**src/rtl/fb_pkg.sv**
```systemverilog
// fb_pkg: shared types, sizes and pixel-merge helper for the frame-buffer arbiter.
// The CLEAR state exists only when FB_CLEAR_EN is defined.
package fb_pkg;
  localparam int PIX_W = 2;
  localparam int WORD_W = 16;
  localparam int NUM_WORDS = 512;
`ifdef FB_CLEAR_EN
  typedef enum logic [1:0] {IDLE, RD_WAIT, RMW_WR, CLEAR} fb_state_t;
`else
  typedef enum logic [1:0] {IDLE, RD_WAIT, RMW_WR} fb_state_t;
`endif
  typedef logic [11:0] fb_pix_addr_t;
  typedef logic [8:0] fb_word_addr_t;
  function automatic logic [WORD_W-1:0] merge_pix(input logic [WORD_W-1:0] w, input logic [2:0] s, input logic [PIX_W-1:0] d);
    logic [WORD_W-1:0] m;
    m = w;
    m[s*PIX_W +: PIX_W] = d;
    return m;
  endfunction
endpackage

```
**src/rtl/fb_wr_fifo.sv**
```systemverilog
// fb_wr_fifo: synchronous write-request FIFO with full/empty flags; DEPTH must be a power of two.
module fb_wr_fifo #(
  parameter int DEPTH = 4,
  parameter int W = 14
) (
  input  logic         clk,
  input  logic         rst,
  input  logic         push,
  input  logic         pop,
  input  logic [W-1:0] din,
  output logic [W-1:0] dout,
  output logic         full,
  output logic         empty
);
  localparam int AW = $clog2(DEPTH);
  logic [W-1:0] r_mem [DEPTH];
  logic [AW-1:0] r_wp, r_rp;
  logic [AW:0] r_cnt;
  logic w_push, w_pop;
  assign full = r_cnt == (AW+1)'(DEPTH);
  assign empty = r_cnt == '0;
  assign w_push = push && !full;
  assign w_pop = pop && !empty;
  assign dout = r_mem[r_rp];
  always_ff @(posedge clk)
    if (w_push) r_mem[r_wp] <= din;
  always_ff @(posedge clk) begin
    if (rst) begin
      r_wp <= '0;
      r_rp <= '0;
      r_cnt <= '0;
    end else begin
      r_wp <= r_wp + AW'(w_push);
      r_rp <= r_rp + AW'(w_pop);
      r_cnt <= r_cnt + (AW+1)'(w_push) - (AW+1)'(w_pop);
    end
  end
endmodule

```
**src/rtl/framebuffer_arbiter.sv**
```systemverilog
// framebuffer_arbiter: single-port SPRAM owner; VGA reads always win, SPI pixel writes retire as RMW.
// Define FB_CLEAR_EN to add the clearReq/clearBusy full-frame zeroing sweep.
module framebuffer_arbiter
  import fb_pkg::*;
#(
  parameter int FIFO_DEPTH = 4
) (
  input  logic        mainClk,
  input  logic        reset,
  input  logic        wrValid,
  input  logic [11:0] wrAddr,
  input  logic [1:0]  wrData,
  output logic        wrReady,
  input  logic        rdReq,
  input  logic [8:0]  rdAddr,
  output logic        rdValid,
  output logic [15:0] rdData,
  output logic        rdOverflow,
  output logic [13:0] ramAddr,
  output logic [15:0] ramDataIn,
  output logic [3:0]  ramMaskWren,
  output logic        ramWren,
`ifdef FB_CLEAR_EN
  input  logic        clearReq,
  output logic        clearBusy,
`endif
  input  logic [15:0] ramDataOut
);
  fb_state_t r_state, w_next;
  logic r_pend, r_ovf, r_rd_valid;
  fb_word_addr_t r_pend_addr;
  fb_pix_addr_t r_hold_addr;
  logic [PIX_W-1:0] r_hold_data;
  logic [WORD_W-1:0] r_rd_data;
  logic [13:0] w_head;
  logic w_full, w_empty, w_cand, w_issue, w_pop, w_clr_busy;
  fb_word_addr_t w_rd_addr;
  assign wrReady = !w_full && !reset;
  assign rdValid = r_rd_valid;
  assign rdData = r_rd_data;
  assign rdOverflow = r_ovf;
  assign ramMaskWren = 4'b1111;
  assign w_cand = rdReq || r_pend;
  assign w_rd_addr = r_pend ? r_pend_addr : rdAddr;
`ifdef FB_CLEAR_EN
  logic r_clr_busy;
  fb_word_addr_t r_clr_cnt;
  assign w_clr_busy = r_clr_busy;
  assign clearBusy = r_clr_busy && !reset;
  assign w_issue = (r_state == IDLE || r_state == CLEAR) && w_cand;
  // A new clearReq always restarts from word 0, even mid-sweep
  always_ff @(posedge mainClk) begin
    if (reset) begin
      r_clr_busy <= 1'b0;
      r_clr_cnt <= '0;
    end else if (clearReq) begin
      r_clr_busy <= 1'b1;
      r_clr_cnt <= '0;
    end else if (r_state == CLEAR && !w_cand) begin
      r_clr_cnt <= r_clr_cnt + 9'd1;
      r_clr_busy <= r_clr_cnt != 9'(NUM_WORDS-1);
    end
  end
`else
  assign w_clr_busy = 1'b0;
  assign w_issue = r_state == IDLE && w_cand;
`endif
  assign w_pop = r_state == IDLE && !w_cand && !w_clr_busy && !w_empty && !reset;
  fb_wr_fifo #(.DEPTH(FIFO_DEPTH), .W(14)) u_fifo (
    .clk(mainClk), .rst(reset), .push(wrValid && wrReady), .pop(w_pop),
    .din({wrAddr, wrData}), .dout(w_head), .full(w_full), .empty(w_empty)
  );
  always_ff @(posedge mainClk)
    r_state <= reset ? IDLE : w_next;
  always_comb begin
    w_next = IDLE;
    if (r_state == IDLE) w_next = w_cand ? RD_WAIT : w_pop ? RMW_WR : IDLE;
`ifdef FB_CLEAR_EN
    if (r_state == IDLE && !w_cand && r_clr_busy) w_next = CLEAR;
    if (r_state == CLEAR) w_next = w_cand ? RD_WAIT : (r_clr_cnt == 9'(NUM_WORDS-1)) ? IDLE : CLEAR;
`endif
  end
  always_comb begin
    ramAddr = '0;
    ramDataIn = '0;
    ramWren = 1'b0;
    if (!reset) begin
      if (w_issue) ramAddr = {5'd0, w_rd_addr};
      else if (w_pop) ramAddr = {5'd0, w_head[13:5]};
      else if (r_state == RMW_WR) begin
        ramAddr = {5'd0, r_hold_addr[11:3]};
        ramDataIn = merge_pix(ramDataOut, r_hold_addr[2:0], r_hold_data);
        ramWren = 1'b1;
      end
`ifdef FB_CLEAR_EN
      else if (r_state == CLEAR) begin
        ramAddr = {5'd0, r_clr_cnt};
        ramWren = 1'b1;
      end
`endif
    end
  end
  // A read arriving while busy is parked; a second one while parked is dropped
  always_ff @(posedge mainClk) begin
    if (reset) begin
      r_pend <= 1'b0;
      r_pend_addr <= '0;
      r_ovf <= 1'b0;
      r_rd_valid <= 1'b0;
      r_rd_data <= '0;
      r_hold_addr <= '0;
      r_hold_data <= '0;
    end else begin
      r_rd_valid <= r_state == RD_WAIT;
      if (r_state == RD_WAIT) r_rd_data <= ramDataOut;
      if (rdReq && r_pend) r_ovf <= 1'b1;
      r_pend <= !w_issue && (r_pend || rdReq);
      if (rdReq && !r_pend && !w_issue) r_pend_addr <= rdAddr;
      if (w_pop) {r_hold_addr, r_hold_data} <= w_head;
    end
  end
endmodule

```
**config.mk**
```make
export PLATFORM = sky130hd
export DESIGN_NAME = framebuffer_arbiter
export DESIGN_NICKNAME = d
export VERILOG_FILES = /design/src/rtl/fb_pkg.sv /design/src/rtl/fb_wr_fifo.sv /design/src/rtl/framebuffer_arbiter.sv
export SDC_FILE = /design/constraint.sdc
export NUM_CORES = 1
export LEC_CHECK = 0
export ABC_AREA = 1
export BUFFER_PORTS_ARGS = -buffer_cell sky130_fd_sc_hd__buf_2
export CAP_MARGIN = 20
export CORE_UTILIZATION = 55
export DETAILED_ROUTE_END_ITERATION = 10
export PLACE_DENSITY_LB_ADDON = 0.05
export SLEW_MARGIN = 20
export SYNTH_ARGS = -nofsm -noshare
export SYNTH_HDL_FRONTEND = slang
export SYNTH_SLANG_ARGS = --single-unit
```
**constraint.sdc**
```tcl
create_clock -name mainClk -period 2.9 [get_ports mainClk]
set_input_delay 0.87 -clock mainClk [delete_from_list [all_inputs] [get_ports mainClk]]
set_output_delay 0.87 -clock mainClk [all_outputs]
set_load 0.03 [all_outputs]
```
==> metrics.md, run 1 <==
| Metric | Value |
|---|---|
| Pwr dens | about 640 nW/um2 |
| P&R area growth vs syn | 20.30% |
| Largest net degree at the start of global routing | 32 |
| DRT iter0 DRCs | ~150 |
| Max clock buf depth | 2 |
| Per-cell routed wire length | ~13 um |
| Mux cell area share after synthesis | 0 |
| Setup crit end kind | output port |
| Core Area | roughly 8700 um2 |
| Final number of setup-violating endpoints | 1 |
| Cell Area, Synth | 4936 um2 |
| DRC | 0 |
| Final hold viol count | 0 |
| Capturing point of the worst reg2reg path | u_fifo.r_cnt[2]$_SDFF_PP0_ |
| Final Slew Violations | 0 |
| Io pins | 97 |
| Die span in y | around 97 um |
| Final instance area | 5938 um2 |
| Arr. time, crit path | between 2000 and 2500 ps |
| First-pass DRT Iterations | 4 |
| Worst hold path class | flop to flop |
| Synth Register Bits | between 100 and 150 |
| CTS buffer count | 9 |
| Total wire length | 10.51 mm |
| Congestion Overflow GR | 0 |
| Inserted Diodes | 0 |
| Logic gate share of total power | 0.309 |
| Max FO, Critical Path | 9 |
| Antenna violations before repair | 0 |
| Vias | approximately 4000 |
| Crit path time final | around 3000 ps |
| WHS | 455.3 ps |
| Syn avg cell area | approximately 8.4 um2 |
| Setup crit end | ramDataIn[6] |
| TritonCTS clock tree | yes |
| First-pass GRT wire length | ~17 mm |
| Violated checks | negative setup slack |
| Compound-Gate Fraction of Synth Area | 0.1128 |
| Port Buffers | between 80 and 90 |
| Cts hold-fix bufs | 0 |
| DIE WIDTH | around 97 um |
| Setup crit start | r_hold_addr[0]$_SDFFE_PP0P_ |
| Sum of negative setup slack | -17.09 ps |
| Sw Share | 0.3581 |
| Root Driver | clkbuf_8 |
| Total GRT Usage | 0.2328 |
| RSZ-0062 raised after global routing | yes |
| Clock skew | just under 8 ps |
| Clock slew at reported path FFs | roughly 100 ps |
| Run status | finished, violations left |
| Vias in the first global route | ~3800 |
| Worst Path Required | ~2000 ps |
| Worst reg2reg path depth | 11 |
| Routability Congestion | roughly 0.84 |
| Post-synthesis cell count | approximately 590 |
| Final setup margin | -17.09 ps |
| Synth Area in Adders | 0.02180 |
| Crit start category | flop |
| Switch Pwr | 1367 uW |
| Clk pwr share | 0.219 |
| Netlist cell types | 32 |
| Initial core utilization | 0.5660 |
| Hpwl dp | 6.945 mm |
| Simple logic cell fraction of the synthesized area | 0.2020 |
| Flop pwr share | 0.471 |
| Synthesis Warnings | 0 |
| LEAKAGE | 0.002627 uW |
| Sequential-to-total area share from yosys stat | 0.5475 |
| FF-to-FF setup slack | between 400 and 500 ps |
| Combinational family with the most area after synthesis | simple AND/OR/NAND/NOR gates |
| Pint | roughly 2500 uW |
| Post-route ant nets | 0 |
| Fin crit share | 1.006 |
| Total Power | between 3000 and 4000 uW |
| CP Class | flop to output port |
| H-tree Lvls | 3 |
| Post-Place Cell Area | between 5000 and 6000 um2 |
| Ratio of cells with drive above 1 in the final layout | 0.2558 |
| Worst-Skew Late Latency | 370 ps |
| Final #Nets | around 730 |
| Clock Sinks | 107 |
| Max-cap violations | 0 |
| Die ar. | around 9400 um2 |
| DR vias/cell | a little over 5 |
| # rows | 34 |
| Worst r2r src | u_fifo.r_cnt[1]$_SDFF_PP0_ |
| Peak Freq | roughly 0.34 GHz |
| VDD IR max | roughly 0.45 mV |
| Dpl ws | -20.30 ps |
| Synth Area in XOR/XNOR | 0.005323 |
==> Yosys cell counts <==
library cell | n | area, um2
nand2_1 | 104 | 390.4
inv_1 | 81 | 304.0
nor2_1 | 75 | 281.5
edfxtp_1 | 56 | 1682
o21ai_0 | 54 | 270.3
dfxtp_1 | 51 | 1021
a21oi_1 | 42 | 210.2
nand3_1 | 36 | 180.2
buf_4 | 11 | 82.58
buf_2 | 9 | 45.04
ha_1 | 7 | 87.58
nor3_1 | 7 | 35.03
clkbuf_1 | 6 | 22.52
o21ai_1 | 6 | 30.03
nand2_2 | 5 | 31.28
o22ai_1 | 5 | 31.28
inv_2 | 4 | 15.01
buf_6 | 3 | 33.78
nor2_4 | 3 | 33.78
xnor2_1 | 3 | 26.28
buf_1 | 2 | 7.510
clkinv_1 | 2 | 7.510
conb_1 | 2 | 7.510
nand4_1 | 2 | 12.51
nor2_2 | 2 | 12.51
a31oi_1 | 1 | 6.260
buf_8 | 1 | 15.01
clkbuf_2 | 1 | 5.000
fa_1 | 1 | 20.02
nand3_2 | 1 | 10.01
nor3_2 | 1 | 10.01
o21ai_2 | 1 | 8.760
==> placed cells by master, fill, tap and decap left out, types with 9 or more instances in the layout <==
| master | netlist | final |
|---|---|---|
| a21oi_1 | 42 | 38 |
| buf_2 | 9 | 71 |
| buf_4 | 11 | 35 |
| clkbuf_8 | 0 | 9 |
| conb_1 | 2 | 9 |
| dfxtp_1 | 51 | 50 |
| edfxtp_1 | 56 | 56 |
| inv_1 | 81 | 78 |
| nand2_1 | 104 | 102 |
| nand3_1 | 36 | 33 |
| nor2_1 | 75 | 69 |
| o21ai_0 | 54 | 49 |
==> timing repair <==
item / in CTS / in global routing
cloned: 0 / 1
resized for setup: 21 / 50
pin swaps: 5 / 11
endpoints found under the setup margin: 16 / 25
setup buffers: 2 / 7
==> critical path: stages (launching register included) <==
cell and delay, ps:
dfxtp_4 380, inv_6 60, ha_4 170, ha_4 190, nor2_4 160, nand2_2 90
nor2_4 160, o21ai_0 100, a21oi_1 160, buf_4 190
==> per-stage QoR <==
step           instances    util
2_1_floorplan        592       -
3_3_place_gp         770  0.6277
3_5_place_dp         770  0.6277
4_1_cts              788  0.6567
5_1_grt              796  0.6809
6_report             796  0.6809
==> power by group through the flow <==
stage	Clock, uW	Sequential (uW)	Combinational, uW
after floorplan	0	1890	681
after global placement	0	1830	977
after detailed placement	0	1830	995
after CTS	852	1800	1050
after global routing	905	1820	1310
final	837	1800	1180
==> state kept, by name, indices dropped and copies added (netlist names) <==
signal        cells
u_fifo.r_wp       2
r_hold_data       2
r_pend_addr       9
u_fifo.r_mem     56
u_fifo.r_rp       2
r_hold_addr      12
u_fifo.r_cnt      3
r_pend            1
rdOverflow        1
rdData           16
rdValid           1
r_state           2
==> cell families (layout without fill, tap and decap cells) <==
logic type,after synthesis,count (layout)
DFF,107,107
AOI/OAI and AO/OA,109,109
adders and majority gates,8,8
other,2,9
and+or+nand+nor,236,237
buffers and inverters,120,215
xor gates and xnor gates,3,3
==> layer usage <==
metal / GRT usage / up-vias / part of all wire
li1: - / 2061 / -
met1: 0.3157 / 1814 / 0.46
met2: 0.3678 / 124 / 0.46
met3: 0.04986 / 17 / 0.057
met4: 0.08840 / 0 / 0.016
met5: 0 / - / 0
==> cell type report <==
| type | count | area [um2] |
|---|---|---|
| clock buffer | 9 | 123.9 |
| timing repair buffer | 112 | 683.2 |
| clock inverter | 7 | 50.05 |
| fill | 725 | 2783 |
| multi-input combinational | 366 | 1903 |
| sequential | 107 | 2706 |
| tap | 108 | 135.1 |
| inverter | 87 | 336.6 |
==> worst min path at each step <==
stage	startpoint	endpoint	cells past startpoint
after floorplan	r_pend_addr[0]$_SDFFE_PP0P_	r_pend_addr[0]$_SDFFE_PP0P_	2
after global placement	r_pend_addr[8]$_SDFFE_PP0P_	r_pend_addr[8]$_SDFFE_PP0P_	2
final	r_pend_addr[2]$_SDFFE_PP0P_	r_pend_addr[2]$_SDFFE_PP0P_	2
after global routing	r_pend_addr[2]$_SDFFE_PP0P_	r_pend_addr[2]$_SDFFE_PP0P_	2
after detailed placement	r_pend_addr[2]$_SDFFE_PP0P_	r_pend_addr[2]$_SDFFE_PP0P_	2
after CTS	r_pend_addr[2]$_SDFFE_PP0P_	r_pend_addr[2]$_SDFFE_PP0P_	2
No activity file was read; power rests on OpenSTA's default activity.
==> run 2: changes to the inputs <==
--- a/config.mk
+++ b/config.mk
@@ -10,6 +10,7 @@
 export CAP_MARGIN = 20
 export CORE_UTILIZATION = 55
 export DETAILED_ROUTE_END_ITERATION = 10
+export GPL_TIMING_DRIVEN = 0
 export PLACE_DENSITY_LB_ADDON = 0.05
 export SLEW_MARGIN = 20
 export SYNTH_ARGS = -nofsm -noshare
==> metrics.md, run 2 (synthesis gave the netlist of run 1 again) <==
| Metric | Value |
|---|---|
| Max FO, Critical Path | 7 (-2) |
| DRC | 0 (unchanged) |
| Initial core utilization | 0.5660 (unchanged) |
| Per-cell routed wire length | 12.88 um (-2.5%) |
| Max clock buf depth | 2 (unchanged) |
| Final #Nets | 754 (+2.7%) |
| Most common cell after layout, fill and taps aside | nand2_1 |
| Run status | complete, no violations |
| Cts hold-fix bufs | 0 (unchanged) |
| Top cell by count, worst path | ha_4 |
| Post-route ant nets | 0 (unchanged) |
| Total wire length | 10.51 mm (unchanged) |
| Crit start category | flop |
| RSZ-0062 raised after global routing | yes |
| VDD IR max | 0.4505 mV (-0.82%) |
| WHS | 457.9 ps (+2.611 ps) |
| Port Buffers | 87 (unchanged) |
| Worst path cell trace | inv_8 > ha_4 > ha_4 > inv_6 > nand3_4 > nor2_4 > nand4_1 > a21oi_1 > buf_4 |
| Final hold viol count | 0 (unchanged) |
| Final Slew Violations | 0 (unchanged) |
| Critical path buffer and inverter count | 3 (+1) |
| Clock Sinks | 107 (unchanged) |
| Inserted Diodes | 0 (unchanged) |
| Multi-input logic area | 1851 um2 (-2.8%) |
| Slew margin rel. | 0.5087 |
| Vias | 4084 (+1.7%) |
| Total GRT Usage | 0.2252 (-0.007554) |
| Crit path time final | 2855 ps (-62.26 ps) |
| Ratio of cells with drive above 1 in the final layout | 0.2556 (about the same) |
| Clock skew | 11.92 ps (+3.970 ps) |
| Pwr dens | 666.1 nW/um2 (+3.6%) |
| TritonCTS clock tree | yes |
| First-pass DRT Iterations | 5 (+1) |
| Core Area | 8721 um2 (unchanged) |
| Antenna violations before repair | 0 (unchanged) |
| Filler cell count | 715 (-1.4%) |
| Arr. time, crit path | 1980 ps (-70 ps) |
| Final instance area | 6051 um2 (+1.9%) |
| H-tree Lvls | 3 (unchanged) |
| Critical path's top delay family | adder cells |
| CTS buffer count | 9 (unchanged) |
| Post-Place Cell Area | 5598 um2 (+2.3%) |
| Die ar. | 9358 um2 (unchanged) |
| Worst Tran Pin Value | approximately 730 ps |
| First-pass GRT wire length | 17.28 mm (-0.83%) |
| Fin crit share | 0.9844 (-0.02147) |
| DR vias/cell | 5.005 (-0.80%) |
| Max reg flops | 56 (unchanged) |
| Congestion Overflow GR | 0 (unchanged) |
| Final number of setup-violating endpoints | 0 (-1) |
| Non-filler cells, final | 816 (+2.5%) |
| Largest net degree at the start of global routing | 20 (-38%) |
| LEAKAGE | 0.002744 uW (+4.5%) |
| Hpwl dp | 7.618 mm (+9.7%) |
| Clock slew at reported path FFs | 110 ps (about the same) |
| Largest Register | u_fifo.r_mem |
| Die span in y | 96.74 um (unchanged) |
| Vias in the first global route | 3700 (-1.5%) |
| Worst hold path class | flop to flop |
| P&R area growth vs syn | 22.59% |
| CP Class | flop to output port |
| Slowest-stage cell, CP | dfxtp_4 |
| Peak Freq | 0.3503 GHz (+2.2%) |
| Worst Path Required | 2030 ps (about the same) |
| Max-cap violations | 0 (unchanged) |
| Setup crit end kind | output port |
| DIE WIDTH | 96.74 um (unchanged) |
| Root Driver | clkbuf_8 |
| Most frequent cells in the layout | nand2_1, buf_2, inv_1, nor2_1, edfxtp_1 |
| Dpl cells | 793 (+3.0%) |
| Crit-path max cell delay | 390 ps (about the same) |
| Io pins | 97 (unchanged) |
| DRT iter0 DRCs | 124 (-14%) |
| Worst-Skew Late Latency | 360 ps (about the same) |
| # rows | 34 (unchanged) |
| Routability Congestion | 0.8445 (+0.76%) |
| Sequential cell area | 2708 um2 (about the same) |
[run 2: cell types whose count changed in the layout (fill, tap and decap cells not counted), moves of 3 or more]
cell	change
buf_2	+11
clkbuf_1	+5
a21oi_1	+4
a21oi_2	-4
o21ai_0	+4
o21ai_2	-4
clkbuf_2	+3
[run 2: through the flow]
stage / utilization / worst slack [ps] / power, uW / setup TNS [ps]
3_3_place_gp: 0.6344 / -802.3 / 2815 / -43050
4_1_cts: 0.6785 / -7.342 / 3918 / -13.96
2_1_floorplan: - / -215.2 / 2569 / -12050
5_1_grt: 0.6938 / -62.91 / 4243 / -236.0
6_report: 0.6938 / 45.17 / 4030 / 0
3_5_place_dp: 0.6419 / -14.74 / 2853 / -42.61
[run 2: what timing repair did]
item	4_1_cts	5_1_grt
gates cloned	0	1
setup endpoints to repair	20	22
hold endpoints to repair	0	0
pin swaps	3	6
buffers inserted	3	4
gates resized for setup	22	33
[run 2: worst register-to-register path, cell delays in order (launching register included)]
cell and delay [ps]:
dfxtp_1 420, inv_1 90, a31oi_1 330, nand2_1 250, nor3_2 610, buf_4 300
[run 2: power by group]
group | switching [uW] | internal (uW) | total (uW)
sequential | 72.3 | 1730 | 1800
clock | 526 | 502 | 1030
combinational | 765 | 434 | 1200
total | 1360 | 2670 | 4030
[run 2: path summary, 6_finish.rpt]
check,cells past startpoint,start,slack [ps],to
max,9,r_hold_addr[0]$_SDFFE_PP0P_,50,ramDataIn[1]
min,2,r_pend_addr[5]$_SDFFE_PP0P_,460,r_pend_addr[5]$_SDFFE_PP0P_
min reg2reg,2,r_pend_addr[5]$_SDFFE_PP0P_,460,r_pend_addr[5]$_SDFFE_PP0P_
max reg2reg,5,u_fifo.r_cnt[1]$_SDFF_PP0_,610,u_fifo.r_mem[1][11]$_DFFE_PP_
[run 2: final cells by class]
type,instances,share of cell area
Buffer,32,0.03495
Clock buffer,9,0.02047
Clock inverter,7,0.01758
Inverter,87,0.05707
Multi-Input combinational cell,365,0.3058
Sequential cell,107,0.4475
Tap cell,108,0.02233
Timing Repair Buffer,100,0.09305
Timing Repair inverter,1,0.001241
[run 2: routing by layer]
layer | up-vias | track usage | part of all wire
li1 | 2103 | - | -
met1 | 1844 | 0.3109 | 0.47
met2 | 120 | 0.3646 | 0.47
met3 | 17 | 0.03468 | 0.047
met4 | 0 | 0.07463 | 0.017
met5 | - | 0 | 0
==> run 3: changes to the inputs <==
--- a/config.mk
+++ b/config.mk
@@ -8,8 +8,10 @@
 export ABC_AREA = 1
 export BUFFER_PORTS_ARGS = -buffer_cell sky130_fd_sc_hd__buf_2
 export CAP_MARGIN = 20
-export CORE_UTILIZATION = 55
+export CORE_MARGIN = 2
+export CORE_UTILIZATION = 50
 export DETAILED_ROUTE_END_ITERATION = 10
+export GPL_ROUTABILITY_DRIVEN = 0
 export GPL_TIMING_DRIVEN = 0
 export PLACE_DENSITY_LB_ADDON = 0.05
 export SLEW_MARGIN = 20
==> metrics.md, run 3 (synthesis gave the netlist of run 1 again) <==
| Metric | Value |
|---|---|
| Max reg flops | 56 (unchanged) |
| Ratio of cells with drive above 1 in the final layout | 0.2592 (+0.003557) |
| Final Slew Violations | 0 (unchanged) |
| FF-to-FF setup slack | 550 ps (-60 ps) |
| Final setup margin | 72.32 ps (+27.15 ps) |
| Arr. time, crit path | 1960 ps (-20 ps) |
| Slew margin rel. | 0.4972 (-0.01146) |
| Die ar. | 10680 um2 (+14%) |
| RSZ-0062 raised after global routing | yes |
| First-pass DRT Iterations | 4 (-1) |
| Met1 Use GR | 0.2976 (-0.01330) |
| Most common cell after layout, fill and taps aside | nand2_1 |
| Inserted Diodes | 0 (unchanged) |
| GR met3 Demand/Resource | 0.03024 (-0.004440) |
| CP Class | input port to output port |
| Initial core utilization | 0.5097 (-0.05631) |
| Total GRT Usage | 0.2138 (-0.01140) |
| Cts hold-fix bufs | 0 (unchanged) |
| Most Used Layer, Global Route | met2 |
| Max FO, Critical Path | 4 (-3) |
| Post-route ant nets | 0 (unchanged) |
| Finished Core Util | 0.6234 (-0.07045) |
| # rows | 36 (+5.9%) |
| VDD IR max | 0.3473 mV (-23%) |
| Crit path time final | 2828 ps (-27.15 ps) |
| Total wire length | 11.01 mm (+4.7%) |
| H-tree Lvls | 3 (unchanged) |
| Run status | complete, no violations |
| Largest Register | u_fifo.r_mem |
| Final #Nets | 752 (-0.27%) |
| DR vias/cell | 4.825 (-3.6%) |
| Congestion Overflow GR | 0 (unchanged) |
| First-pass GRT wire length | 17.63 mm (+2.0%) |
| Core Area | 9684 um2 (+11%) |
| Fin crit share | 0.9751 (-0.009361) |
| P&R area growth vs syn | 22.31% |
| Vias | 4048 (-0.88%) |
| Clock Sinks | 107 (unchanged) |
| Pwr dens | 638.3 nW/um2 (-4.2%) |
| Per-cell routed wire length | 13.12 um (+1.9%) |
| Dpl ws | -21.95 ps (-7.204 ps) |
| TritonCTS clock tree | yes |
| Io pins | 97 (unchanged) |
| DIE WIDTH | 103.4 um (+6.8%) |
| LEAKAGE | 0.002695 uW (-1.8%) |
| Worst-Skew Late Latency | 370 ps (about the same) |
| Worst hold path class | flop to flop |
| DRT iter0 DRCs | 128 (+3.2%) |
| Clock skew | 13.43 ps (+1.509 ps) |
| Die span in y | 103.4 um (+6.8%) |
| Met2 GRT Util | 0.3489 (-0.01569) |
| Final hold viol count | 0 (unchanged) |
| Peak Freq | 0.3536 GHz (+0.96%) |
| DRC | 0 (unchanged) |
| Final number of setup-violating endpoints | 0 (unchanged) |
| Max-cap violations | 0 (unchanged) |
| Worst Path Required | 2030 ps (about the same) |
| Crit start category | input port |
| Worst Tran Pin Value | 750.1 ps (+17.09 ps) |
| Setup crit end kind | output port |
| Antenna violations before repair | 0 (unchanged) |
| Port Buffers | 87 (unchanged) |
| CTS buffer count | 9 (unchanged) |
| Root Driver | clkbuf_8 |
| Clock slew at reported path FFs | 100 ps (about the same) |
| Most frequent cells in the layout | nand2_1, inv_1, buf_2, nor2_1, edfxtp_1 |
| Hpwl dp | 7.970 mm (+4.6%) |
| Vias in the first global route | 3687 (-0.35%) |
| Max clock buf depth | 2 (unchanged) |
| Largest net degree at the start of global routing | 20 (unchanged) |
==> run 3: layout make-up <==
class / instances / area (um2)
Inverter: 87 / 342.8
Timing Repair Buffer: 98 / 565.5
Clock buffer: 9 / 123.9
Buffer: 32 / 211.5
Sequential cell: 107 / 2706
Multi-Input combinational cell: 365 / 1854
Tap cell: 133 / 166.4
Timing Repair inverter: 1 / 5.005
Clock inverter: 7 / 61.31
Fill cell: 879 / 3647
==> run 3: path summary, 6_finish.rpt <==
check / from / end / cells past startpoint
max: rdReq / ramAddr[5] / 7
min: r_pend_addr[2]$_SDFFE_PP0P_ / r_pend_addr[2]$_SDFFE_PP0P_ / 2
max reg2reg: u_fifo.r_cnt[1]$_SDFF_PP0_ / u_fifo.r_cnt[2]$_SDFF_PP0_ / 12
min reg2reg: r_pend_addr[2]$_SDFFE_PP0P_ / r_pend_addr[2]$_SDFFE_PP0P_ / 2
==> run 3: per-layer routing <==
layer / share of wire / vias up / wire length (um)
met4: 0.0095 / 0 / 104
met2: 0.47 / 118 / 5123
met5: 0 / - / 0
met3: 0.054 / 10 / 589
met1: 0.47 / 1830 / 5187
li1: - / 2090 / -
==> run 3: critical path, stage by stage <==
cell	delay (ps)
buf_2	150
o21ai_4	230
clkinvlp_2	240
a21oi_1	170
nand2_1	80
inv_1	50
buf_2	180
==> run 3: per-stage QoR <==
stage | cell area (um2) | instances | hold slack [ps] | total power [uW] | TNS [ps]
final | 6037 | 839 | 458.7 | 3853 | 0
after floorplan | 4962 | 592 | 429.3 | 2569 | -12050
after detailed placement | 5622 | 817 | 444.9 | 2862 | -60.27
after CTS | 5918 | 836 | 461.5 | 3793 | 0
after global routing | 6037 | 839 | 487.1 | 4092 | -61.40
after global placement | 5564 | 812 | 439.0 | 2820 | -44860
==> run 3: where the power goes <==
part / internal (uW) / switching (uW)
logic: 423 / 769
clock network: 326 / 532
registers: 1730 / 72.9
total: 2480 / 1370
==> run 3: timing repair <==
| item | 4_1_cts | 5_1_grt |
|---|---|---|
| gates resized for setup | 24 | 45 |
| setup endpoints to repair | 20 | 24 |
| pin swaps | 5 | 10 |
| buffers inserted | 3 | 3 |
| gates cloned | 0 | 1 |
| endpoints found under the hold margin | 0 | 0 |
